===== src/rtl/run_ctrl_pkg.sv =====
// run_ctrl_pkg: state encoding and default parameters for the run sequencer,
// shared by run_ctrl, its interface, top_level and the bench.
package run_ctrl_pkg;

    typedef enum logic [2:0] {
        IDLE,
        RST,
        RUN,
        DONE,
        ERR
    } run_state_t;

    localparam int unsigned D_DEF       = 12;
    localparam int unsigned CW_DEF      = 16;
    localparam int unsigned HALT_PC_DEF = 128;
    localparam int unsigned RST_CYC_DEF = 2;
    localparam int unsigned MAX_CYC_DEF = 32'h0000_FFF0;

endpackage


===== src/rtl/run_ctrl_if.sv =====
// run_ctrl_if: harness <-> run sequencer signals. The harness is the master
// (drives req, forwards the core PC); run_ctrl is the slave.
import run_ctrl_pkg::*;

interface run_ctrl_if #(
    parameter int unsigned D  = D_DEF,
    parameter int unsigned CW = CW_DEF
);
    logic          req;
    logic [D-1:0]  prog_ctr;
    logic          core_rst;
    logic          core_en;
    logic          busy;
    logic          done;
    logic          timeout;
    logic [CW-1:0] cycle_cnt;

    modport master (
        output req, prog_ctr,
        input  core_rst, core_en, busy, done, timeout, cycle_cnt
    );

    modport slave (
        input  req, prog_ctr,
        output core_rst, core_en, busy, done, timeout, cycle_cnt
    );
endinterface


===== src/rtl/run_ctrl_sat_counter.sv =====
// sat_counter: clearable up-counter that sticks at all-ones.
import run_ctrl_pkg::*;

module sat_counter #(
    parameter int unsigned CW = CW_DEF
) (
    input  logic          clk,
    input  logic          rst,
    input  logic          i_clr,
    input  logic          i_inc,
    output logic [CW-1:0] o_cnt
);
    logic [CW-1:0] r_cnt;

    // Count register: clear has priority over increment; hold at all-ones.
    always_ff @(posedge clk or posedge rst) begin
        if (rst) begin
            r_cnt <= '0;
        end else if (i_clr) begin
            r_cnt <= '0;
        end else if (i_inc && (r_cnt != '1)) begin
            r_cnt <= r_cnt + CW'(1);
        end
    end

    assign o_cnt = r_cnt;
endmodule


===== src/rtl/run_ctrl.sv =====
// run_ctrl: turns the harness req/done handshake into core reset/enable,
// detects the halt PC and counts RUN cycles.
// Optional RUN_CTRL_TIMEOUT_EN: aborts a run after MAX_CYC RUN cycles
// (ERR state, timeout=1). Without it timeout is tied low.
import run_ctrl_pkg::*;

module run_ctrl #(
    parameter int unsigned D       = D_DEF,
    parameter int unsigned HALT_PC = HALT_PC_DEF,
    parameter int unsigned RST_CYC = RST_CYC_DEF,
    parameter int unsigned CW      = CW_DEF,
    parameter int unsigned MAX_CYC = MAX_CYC_DEF
) (
    input logic         clk,
    input logic         reset,
    run_ctrl_if.slave   bus
);
    localparam int unsigned RCW = (RST_CYC > 1) ? $clog2(RST_CYC) : 1;

    run_state_t     r_state;
    run_state_t     w_state_nxt;
    logic           r_req_q;
    logic [RCW-1:0] r_rst_cnt;
    logic [RCW-1:0] w_rst_cnt_nxt;
    logic           w_req_rise;
    logic           w_halt;
    logic           w_cnt_clr;
    logic           w_cnt_inc;
    logic [CW-1:0]  w_cycle_cnt;

    assign w_req_rise = bus.req & ~r_req_q;
    assign w_halt     = (bus.prog_ctr == D'(HALT_PC));

`ifdef RUN_CTRL_TIMEOUT_EN
    logic w_at_limit;
    assign w_at_limit = (w_cycle_cnt == CW'(MAX_CYC - 1));
`else
    logic w_unused_limit;
    assign w_unused_limit = (MAX_CYC != 0);
`endif

    // State, request edge history and reset-hold counter.
    always_ff @(posedge clk or posedge reset) begin
        if (reset) begin
            r_state   <= IDLE;
            r_req_q   <= 1'b0;
            r_rst_cnt <= '0;
        end else begin
            r_state   <= w_state_nxt;
            r_req_q   <= bus.req;
            r_rst_cnt <= w_rst_cnt_nxt;
        end
    end

    // Next-state logic plus cycle counter clear/increment requests.
    always_comb begin
        w_state_nxt   = r_state;
        w_rst_cnt_nxt = r_rst_cnt;
        w_cnt_clr     = 1'b0;
        w_cnt_inc     = 1'b0;
        case (r_state)
            IDLE, DONE, ERR: begin
                if (w_req_rise) begin
                    w_state_nxt   = RST;
                    w_rst_cnt_nxt = RCW'(RST_CYC - 1);
                    w_cnt_clr     = 1'b1;
                end
            end
            RST: begin
                if (r_rst_cnt == '0) begin
                    w_state_nxt = RUN;
                end else begin
                    w_rst_cnt_nxt = r_rst_cnt - RCW'(1);
                end
            end
            RUN: begin
                w_cnt_inc = 1'b1;
                if (w_halt) begin
                    w_state_nxt = DONE;
`ifdef RUN_CTRL_TIMEOUT_EN
                end else if (w_at_limit) begin
                    w_state_nxt = ERR;
`endif
                end
            end
            default: begin
                w_state_nxt = IDLE;
            end
        endcase
    end

    // Moore output decode from the state register.
    always_comb begin
        bus.core_rst = 1'b0;
        bus.core_en  = 1'b0;
        bus.busy     = 1'b0;
        bus.done     = 1'b0;
        bus.timeout  = 1'b0;
        case (r_state)
            IDLE: bus.core_rst = 1'b1;
            RST: begin
                bus.core_rst = 1'b1;
                bus.busy     = 1'b1;
            end
            RUN: begin
                bus.core_en = 1'b1;
                bus.busy    = 1'b1;
            end
            DONE: bus.done = 1'b1;
            ERR: begin
                bus.done = 1'b1;
`ifdef RUN_CTRL_TIMEOUT_EN
                bus.timeout = 1'b1;
`endif
            end
            default: bus.core_rst = 1'b1;
        endcase
    end

    sat_counter #(.CW(CW)) u_cycle_cnt (
        .clk   (clk),
        .rst   (reset),
        .i_clr (w_cnt_clr),
        .i_inc (w_cnt_inc),
        .o_cnt (w_cycle_cnt)
    );

    assign bus.cycle_cnt = w_cycle_cnt;
endmodule


===== src/flat_wrapper.sv =====
// flat-port wrapper written by rule: the top's interface ports become plain ports
module run_ctrl_flat 
#(
    parameter int unsigned D       = D_DEF,
    parameter int unsigned HALT_PC = HALT_PC_DEF,
    parameter int unsigned RST_CYC = RST_CYC_DEF,
    parameter int unsigned CW      = CW_DEF,
    parameter int unsigned MAX_CYC = MAX_CYC_DEF
)
  (clk, reset, bus_req, bus_prog_ctr, bus_core_rst, bus_core_en, bus_busy, bus_done, bus_timeout, bus_cycle_cnt);
  run_ctrl_if #(.D(D), .CW(CW)) bus_i ();
  input logic clk;
  input logic reset;
  input wire logic [$bits(bus_i.req)-1:0] bus_req;
  input wire logic [$bits(bus_i.prog_ctr)-1:0] bus_prog_ctr;
  output wire logic [$bits(bus_i.core_rst)-1:0] bus_core_rst;
  output wire logic [$bits(bus_i.core_en)-1:0] bus_core_en;
  output wire logic [$bits(bus_i.busy)-1:0] bus_busy;
  output wire logic [$bits(bus_i.done)-1:0] bus_done;
  output wire logic [$bits(bus_i.timeout)-1:0] bus_timeout;
  output wire logic [$bits(bus_i.cycle_cnt)-1:0] bus_cycle_cnt;
  assign bus_i.req = bus_req;
  assign bus_i.prog_ctr = bus_prog_ctr;
  assign bus_core_rst = bus_i.core_rst;
  assign bus_core_en = bus_i.core_en;
  assign bus_busy = bus_i.busy;
  assign bus_done = bus_i.done;
  assign bus_timeout = bus_i.timeout;
  assign bus_cycle_cnt = bus_i.cycle_cnt;
  run_ctrl #(.D(D), .HALT_PC(HALT_PC), .RST_CYC(RST_CYC), .CW(CW), .MAX_CYC(MAX_CYC)) u_core (.clk(clk), .reset(reset), .bus(bus_i));
endmodule

===== config.mk =====
export PLATFORM = sky130hd
export DESIGN_NAME = run_ctrl_flat
export DESIGN_NICKNAME = d
export VERILOG_FILES = /design/src/rtl/run_ctrl_pkg.sv /design/src/rtl/run_ctrl_if.sv /design/src/rtl/run_ctrl_sat_counter.sv /design/src/rtl/run_ctrl.sv /design/src/flat_wrapper.sv
export SDC_FILE = /design/constraint.sdc
export NUM_CORES = 1
export LEC_CHECK = 0
export ABC_CLOCK_PERIOD_IN_PS = 3100
export CAP_MARGIN = 10
export CORE_UTILIZATION = 49
export DETAILED_ROUTE_END_ITERATION = 7
export PLACE_DENSITY_LB_ADDON = 0.08
export RECOVER_POWER = 100
export SLEW_MARGIN = 20
export SYNTH_ARGS = -nofsm -noshare
export SYNTH_HDL_FRONTEND = slang
export SYNTH_SLANG_ARGS = --single-unit
export TNS_END_PERCENT = 20

===== constraint.sdc =====
create_clock -name clk -period 3.1 [get_ports clk]
set_clock_uncertainty 0.05 [all_clocks]
set_input_delay 0.62 -clock clk [delete_from_list [all_inputs] [get_ports clk]]
set_output_delay 0.62 -clock clk [all_outputs]
set_load 0.01 [all_outputs]

Word-level counts from Yosys, hierarchy flattened
Cells that the tools add are included.

Output and inout port bits: 21. Register bits: 21. Bits of input ports: 15. Logic and storage cells: 42.

Equality and inequality tests: 9. Reduce and logical (&&, ||, !) cells: 10. Bitwise gates (word level): 2. Add/subtract/negate cells: 2. Mux-type cells: 15.

Operator list (count): 16-bit two-way mux (2); 16-bit by 1-bit adder with 16-bit output, second input constant (1); 16-bit inequality test, second input constant (1); 12-bit by 8-bit == test with 1-bit output, second input constant (1); 3-bit two-way mux (3); 3-bit one-hot mux with 3 select lines (1); 1-bit two-way mux (8); 3-bit by 2-bit == test with 1-bit output, second input constant (2); 3-bit OR reduction (2); 2-bit by 1-bit inequality test with 1-bit output, second input constant (2); 2-bit nonzero test (2); 2-bit OR reduction (2); 3-bit by 1-bit == test with 1-bit output, second input constant (1); 3-bit == test, second input constant (1); 3-bit logical NOT (1); 3-bit AND reduction (1); 2-bit inequality test, second input constant (1); 1-bit one-hot mux with 2 select lines (1); 2-bit AND reduction (1); 1-bit bitwise AND (1); 1-bit logical AND (1); 1-bit inverter (1); 1-bit subtractor, second input constant (1).

Longest topological paths before layout
Word-level depth: 5. Depth in mapped cells: 8. Depth with buffers taken out: 6.

By module
Synthesis repeated with hierarchy kept, for this count alone.

Cells, all modules: 128. Area total of the unflattened synthesis: 1204.9 um^2.

Modules (own cells, without submodules): sat_counter (cells each 101, times used 1, area each 932.1 um^2, sequential area each 400.4 um^2); run_ctrl (cells each 27, times used 1, area each 272.8 um^2, sequential area each 100.1 um^2).

Worst setup path before layout
Ideal clock, no wire load.

Kind: flip-flop to flip-flop. Start point: register u_core.r_state[0]. End point: register u_core.u_cycle_cnt.r_cnt[13], in the netlist u_core.u_cycle_cnt.o_cnt[13]. Path buffers: 1. Setup time: 0.077 ns. Arrival time: 1.713 ns. Cell stages (with the launch flop): 8. Required time: 2.973 ns. Path slack: 1.260 ns. Clock period less this slack: 1.840 ns. Cells stage by stage: dfrtp_1 > inv_1 > ha_1 > buf_4 > and3_4 > nand2_2 > or4_1 > a21oi_1.

Cells in the longest elaborated chain, start to end: 4. Elaborated cells between the ends (all ways): 10. Those cells by class: eq/ne (3); mux (3); reduce/logical (4).

Ends and longest elaborated chain: start, declared (line run_ctrl.sv:20) `run_state_t r_state;`; start signal, assigned (line run_ctrl.sv:49) `r_state <= w_state_nxt;`; 3-bit by 2-bit == test with 1-bit output; 1-bit two-way mux; via bus_core_en (line flat_wrapper.sv:17) `output wire logic [$bits(bus_i.core_en)-1:0] bus_core_en;`; 1-bit logical AND (line run_ctrl_sat_counter.sv:21) `end else if (i_inc && (r_cnt != '1)) begin`; 2-bit nonzero test (no line); end signal, assigned (line run_ctrl_sat_counter.sv:22) `r_cnt <= r_cnt + CW'(1);`; end, declared (line run_ctrl_sat_counter.sv:13) `logic [CW-1:0] r_cnt;`.

The timed path passes the listed nets, and every way through them passes these cells. A chain may end at the register's enable or synchronous reset.

Worst setup path after layout
Start point: register u_core.r_state[0]. End point: output port bus_core_rst.

Cells in the longest elaborated chain, start to end: 3. Elaborated cells between the ends (all ways): 5. Those cells by class: eq/ne (3); mux (1); reduce/logical (1).

Ends and longest elaborated chain: 3-bit by 2-bit == test with 1-bit output / 3-bit == test (equally long branches) (line run_ctrl.sv:99) `case (r_state)`; 3-bit OR reduction (no line) (*); 1-bit two-way mux (*) (line run_ctrl.sv:99); end, declared (line flat_wrapper.sv:16) `output wire logic [$bits(bus_i.core_rst)-1:0] bus_core_rst;`.

Mark *: on every way between the ends. The rest lies on a longest branch, timed or not.

==> results.txt <==
Tightest Pin Transition -> 780 ps
Filler cells -> 184
port bufs -> 34
outcome -> finished clean
largest net degree at the start of global routing -> 21
Syn Area/Cell -> 9.34 um^2
WL per Instance -> 14.1 um
Required @ worst endpoint -> 2430 ps
Main synth FF type -> dfrtp_1
combinational power share -> 43.1%
fin. max-slew vios -> 0
Fin. Hold Viols -> 0
gpl congestion -> 0.795
WL final -> 2670 um
setup violators final -> 0
Clock Latency Late Sink -> 300 ps
Syn. warnings -> 0
worst r2r src -> u_core.u_cycle_cnt.o_cnt[0]$_DFFE_PP0P_
Design Power -> 0.892 mW
Initial Util -> 53.0%
total iterations of the first detailed-routing run -> 4
die area -> 2640 um^2
Netlist cell types -> 39
TritonCTS clock tree -> built
hold-fix buffers at CTS -> 0
gr usage total -> 23.0%
Gates resized, CTS repair -> 0
period utilization -> 80.8%
Reg clk slew, reported paths -> 120 ps
Synth Register Bits -> 20
Core Area -> 2250 um^2
Worst Setup End Kind -> output pin
CTS H-tree depth -> 1
Clock Sinks -> 20
internal power -> 0.556 mW
CTS buffer count -> 3
die height -> 51.4 um
CP max FO -> 10
Setup CP Type -> flop to output pin
CTS Root Cell -> clkbuf_4
Seq/Total Area, Yosys -> 41.9%
Setup crit start kind -> flop
fmax -> 0.399 GHz
Max Buffers Root-to-Sink -> 2
global route total overflow -> 0
die width -> 51.4 um
Final TNS setup -> 0 ps
WHS Path Cells -> 1
Reg2Reg Depth -> 6
layout cells sized above 1 -> 9.26%
number of global-route vias before repair -> 1077
remaining antenna violation count -> 0
antenna violations before repair -> 0
nets@finish -> 182
Clk pwr share -> 17.4%
FP Rows -> 17
post-DR vias/cell -> 6.04
relative slew slack -> 48.0%
num ports -> 36
antenna cells -> 0
Hold Crit Start -> u_core.u_cycle_cnt.o_cnt[14]$_DFFE_PP0P_
Lkg Pwr -> 0.713 nW
Flop pwr share -> 39.5%
crit path DAT -> 1830 ps
reg-to-reg endpoint -> u_core.u_cycle_cnt.o_cnt[1]$_DFFE_PP0P_
Synth Cell Area -> 1190 um^2
Hold Crit Endpoint -> u_core.u_cycle_cnt.o_cnt[14]$_DFFE_PP0P_
Async SR Flop Fraction -> 100%
HP Class -> flop to flop
Area Overhead vs Synth -> 31.5%
power density over the cells -> 567 nW/um^2
First DRT Iteration DRCs -> 15
drt drc -> 0
switch share -> 37.7%
Final HPWL DP -> 1980 um
Syn Inst Count -> 128
RSZ-0062 raised after global routing -> false
setup bufs post-CTS -> 0
fin crit period -> 2500 ps
switching pwr -> 0.336 mW
worst vdd ir -> 561 uV
Synth Net Count -> 147
Worst R2R Setup Slack -> 930 ps
vias -> 1147
first-pass GRT wire length -> 4570 um
max_cap viols -> 0
Post-synth EDFFs -> 0
==> final cells by class <==
class	count	area [um^2]	area share [%]
Clock buffer	4	36.3	2.31
Sequential cell	20	500	31.8
Multi-Input combinational cell	95	626	39.8
Tap cell	28	35.0	2.23
Timing Repair Buffer	36	348	22.1
Inverter	7	26.3	1.67
==> worst max path at each step <==
stage	depth (start not counted)	slack (ps)	from	end
CTS	4	640	u_core.r_state[0]$_DFFE_PP0P_	bus_core_rst
global route	4	500	u_core.r_state[0]$_DFFE_PP0P_	bus_core_rst
global placement	3	1020	u_core.r_state[0]$_DFFE_PP0P_	bus_core_en
detailed placement	6	980	bus_req	u_core.u_cycle_cnt.o_cnt[15]$_DFFE_PP0P_
finish	4	600	u_core.r_state[0]$_DFFE_PP0P_	bus_core_rst
floorplan	7	1260	u_core.r_state[0]$_DFFE_PP0P_	u_core.u_cycle_cnt.o_cnt[13]$_DFFE_PP0P_
==> flip-flops by register name, indices dropped and copies added (netlist names) <==
| name | cells |
|---|---|
| u_core.r_state | 2 |
| u_core.r_req_q | 1 |
| u_core.u_cycle_cnt.o_cnt | 16 |
| u_core.r_rst_cnt | 1 |
==> cell usage after synthesis, types with 3 or more instances <==
cell type	count	area, um^2
ha_1	4	50.1
nand2_1	8	30.0
or4_1	3	22.5
nor4_1	3	18.8
a41o_2	3	33.8
inv_1	7	26.3
or3_1	5	31.3
o21ai_0	6	30.0
buf_4	3	22.5
a31oi_1	3	18.8
nor3_1	6	30.0
dfrtp_1	20	500
a21oi_1	10	50.1
nor2_1	7	26.3
o31ai_1	3	22.5
nand3_1	6	30.0
buf_2	3	15.0
nand3b_1	3	22.5
==> stage by stage <==
step / util [%] / setup WS (ps) / instance area [um^2] / hold slack, ps / cells
floorplan: - / 1260 / 1190 / 458 / 128
global placement: 68.6 / 1020 / 1550 / 460 / 186
detailed placement: 68.6 / 980 / 1550 / 475 / 186
CTS: 70.3 / 638 / 1580 / 493 / 190
global route: 69.7 / 495 / 1570 / 516 / 190
finish: 69.7 / 595 / 1570 / 496 / 190
==> cells by family (layout without fill, tap and decap cells) <==
family / count (synthesis) / in the layout / synth area share [%]
and+or+nand+nor: 55 / 55 / 27.4
AOI/OAI and AO/OA: 34 / 34 / 20.0
DFF: 20 / 20 / 41.9
buffers and inverters: 13 / 47 / 5.34
adders and majority gates: 4 / 4 / 4.19
other: 1 / 1 / 0.314
muxes: 1 / 1 / 0.838
==> power by group through the flow <==
stage / clock network [mW] / logic (mW) / registers (mW)
5_1_grt: 0.165 / 0.434 / 0.359
6_report: 0.155 / 0.385 / 0.352
3_5_place_dp: 0 / 0.411 / 0.358
2_1_floorplan: 0 / 0.232 / 0.358
3_3_place_gp: 0 / 0.407 / 0.355
4_1_cts: 0.159 / 0.415 / 0.353
==> per-layer routing <==
layer | up-vias | track usage, % | part of all wire [%]
met3 | 4 | 3.27 | 5.6
met5 | - | 0 | 0
li1 | 559 | - | -
met1 | 542 | 29.3 | 47
met2 | 42 | 38.3 | 47
met4 | 0 | 10.4 | 0.82
==> critical path, cell delays in order, from the launching register on <==
cell and delay (ps):
dfrtp_1 430, inv_1 70, ha_1 340, nor2_1 80
dlygate4sd3_1 610
==> layout by cell type (no fill, tap or decap), types with 3 or more instances in the layout <==
| cell type | Yosys | layout |
|---|---|---|
| a21oi_1 | 10 | 10 |
| a31oi_1 | 3 | 3 |
| a41o_2 | 3 | 3 |
| clkbuf_4 | 0 | 3 |
| clkdlybuf4s50_1 | 0 | 12 |
| dfrtp_1 | 20 | 20 |
| dlygate4sd3_1 | 0 | 22 |
| ha_1 | 4 | 4 |
| inv_1 | 7 | 7 |
| nand2_1 | 8 | 8 |
| nand3_1 | 6 | 6 |
| nand3b_1 | 3 | 3 |
| nor2_1 | 7 | 7 |
| nor3_1 | 6 | 6 |
| nor4_1 | 3 | 3 |
| o21ai_0 | 6 | 6 |
| o31ai_1 | 3 | 3 |
| or3_1 | 5 | 5 |
| or4_1 | 3 | 3 |
Power figures use the tool's default switching activity.
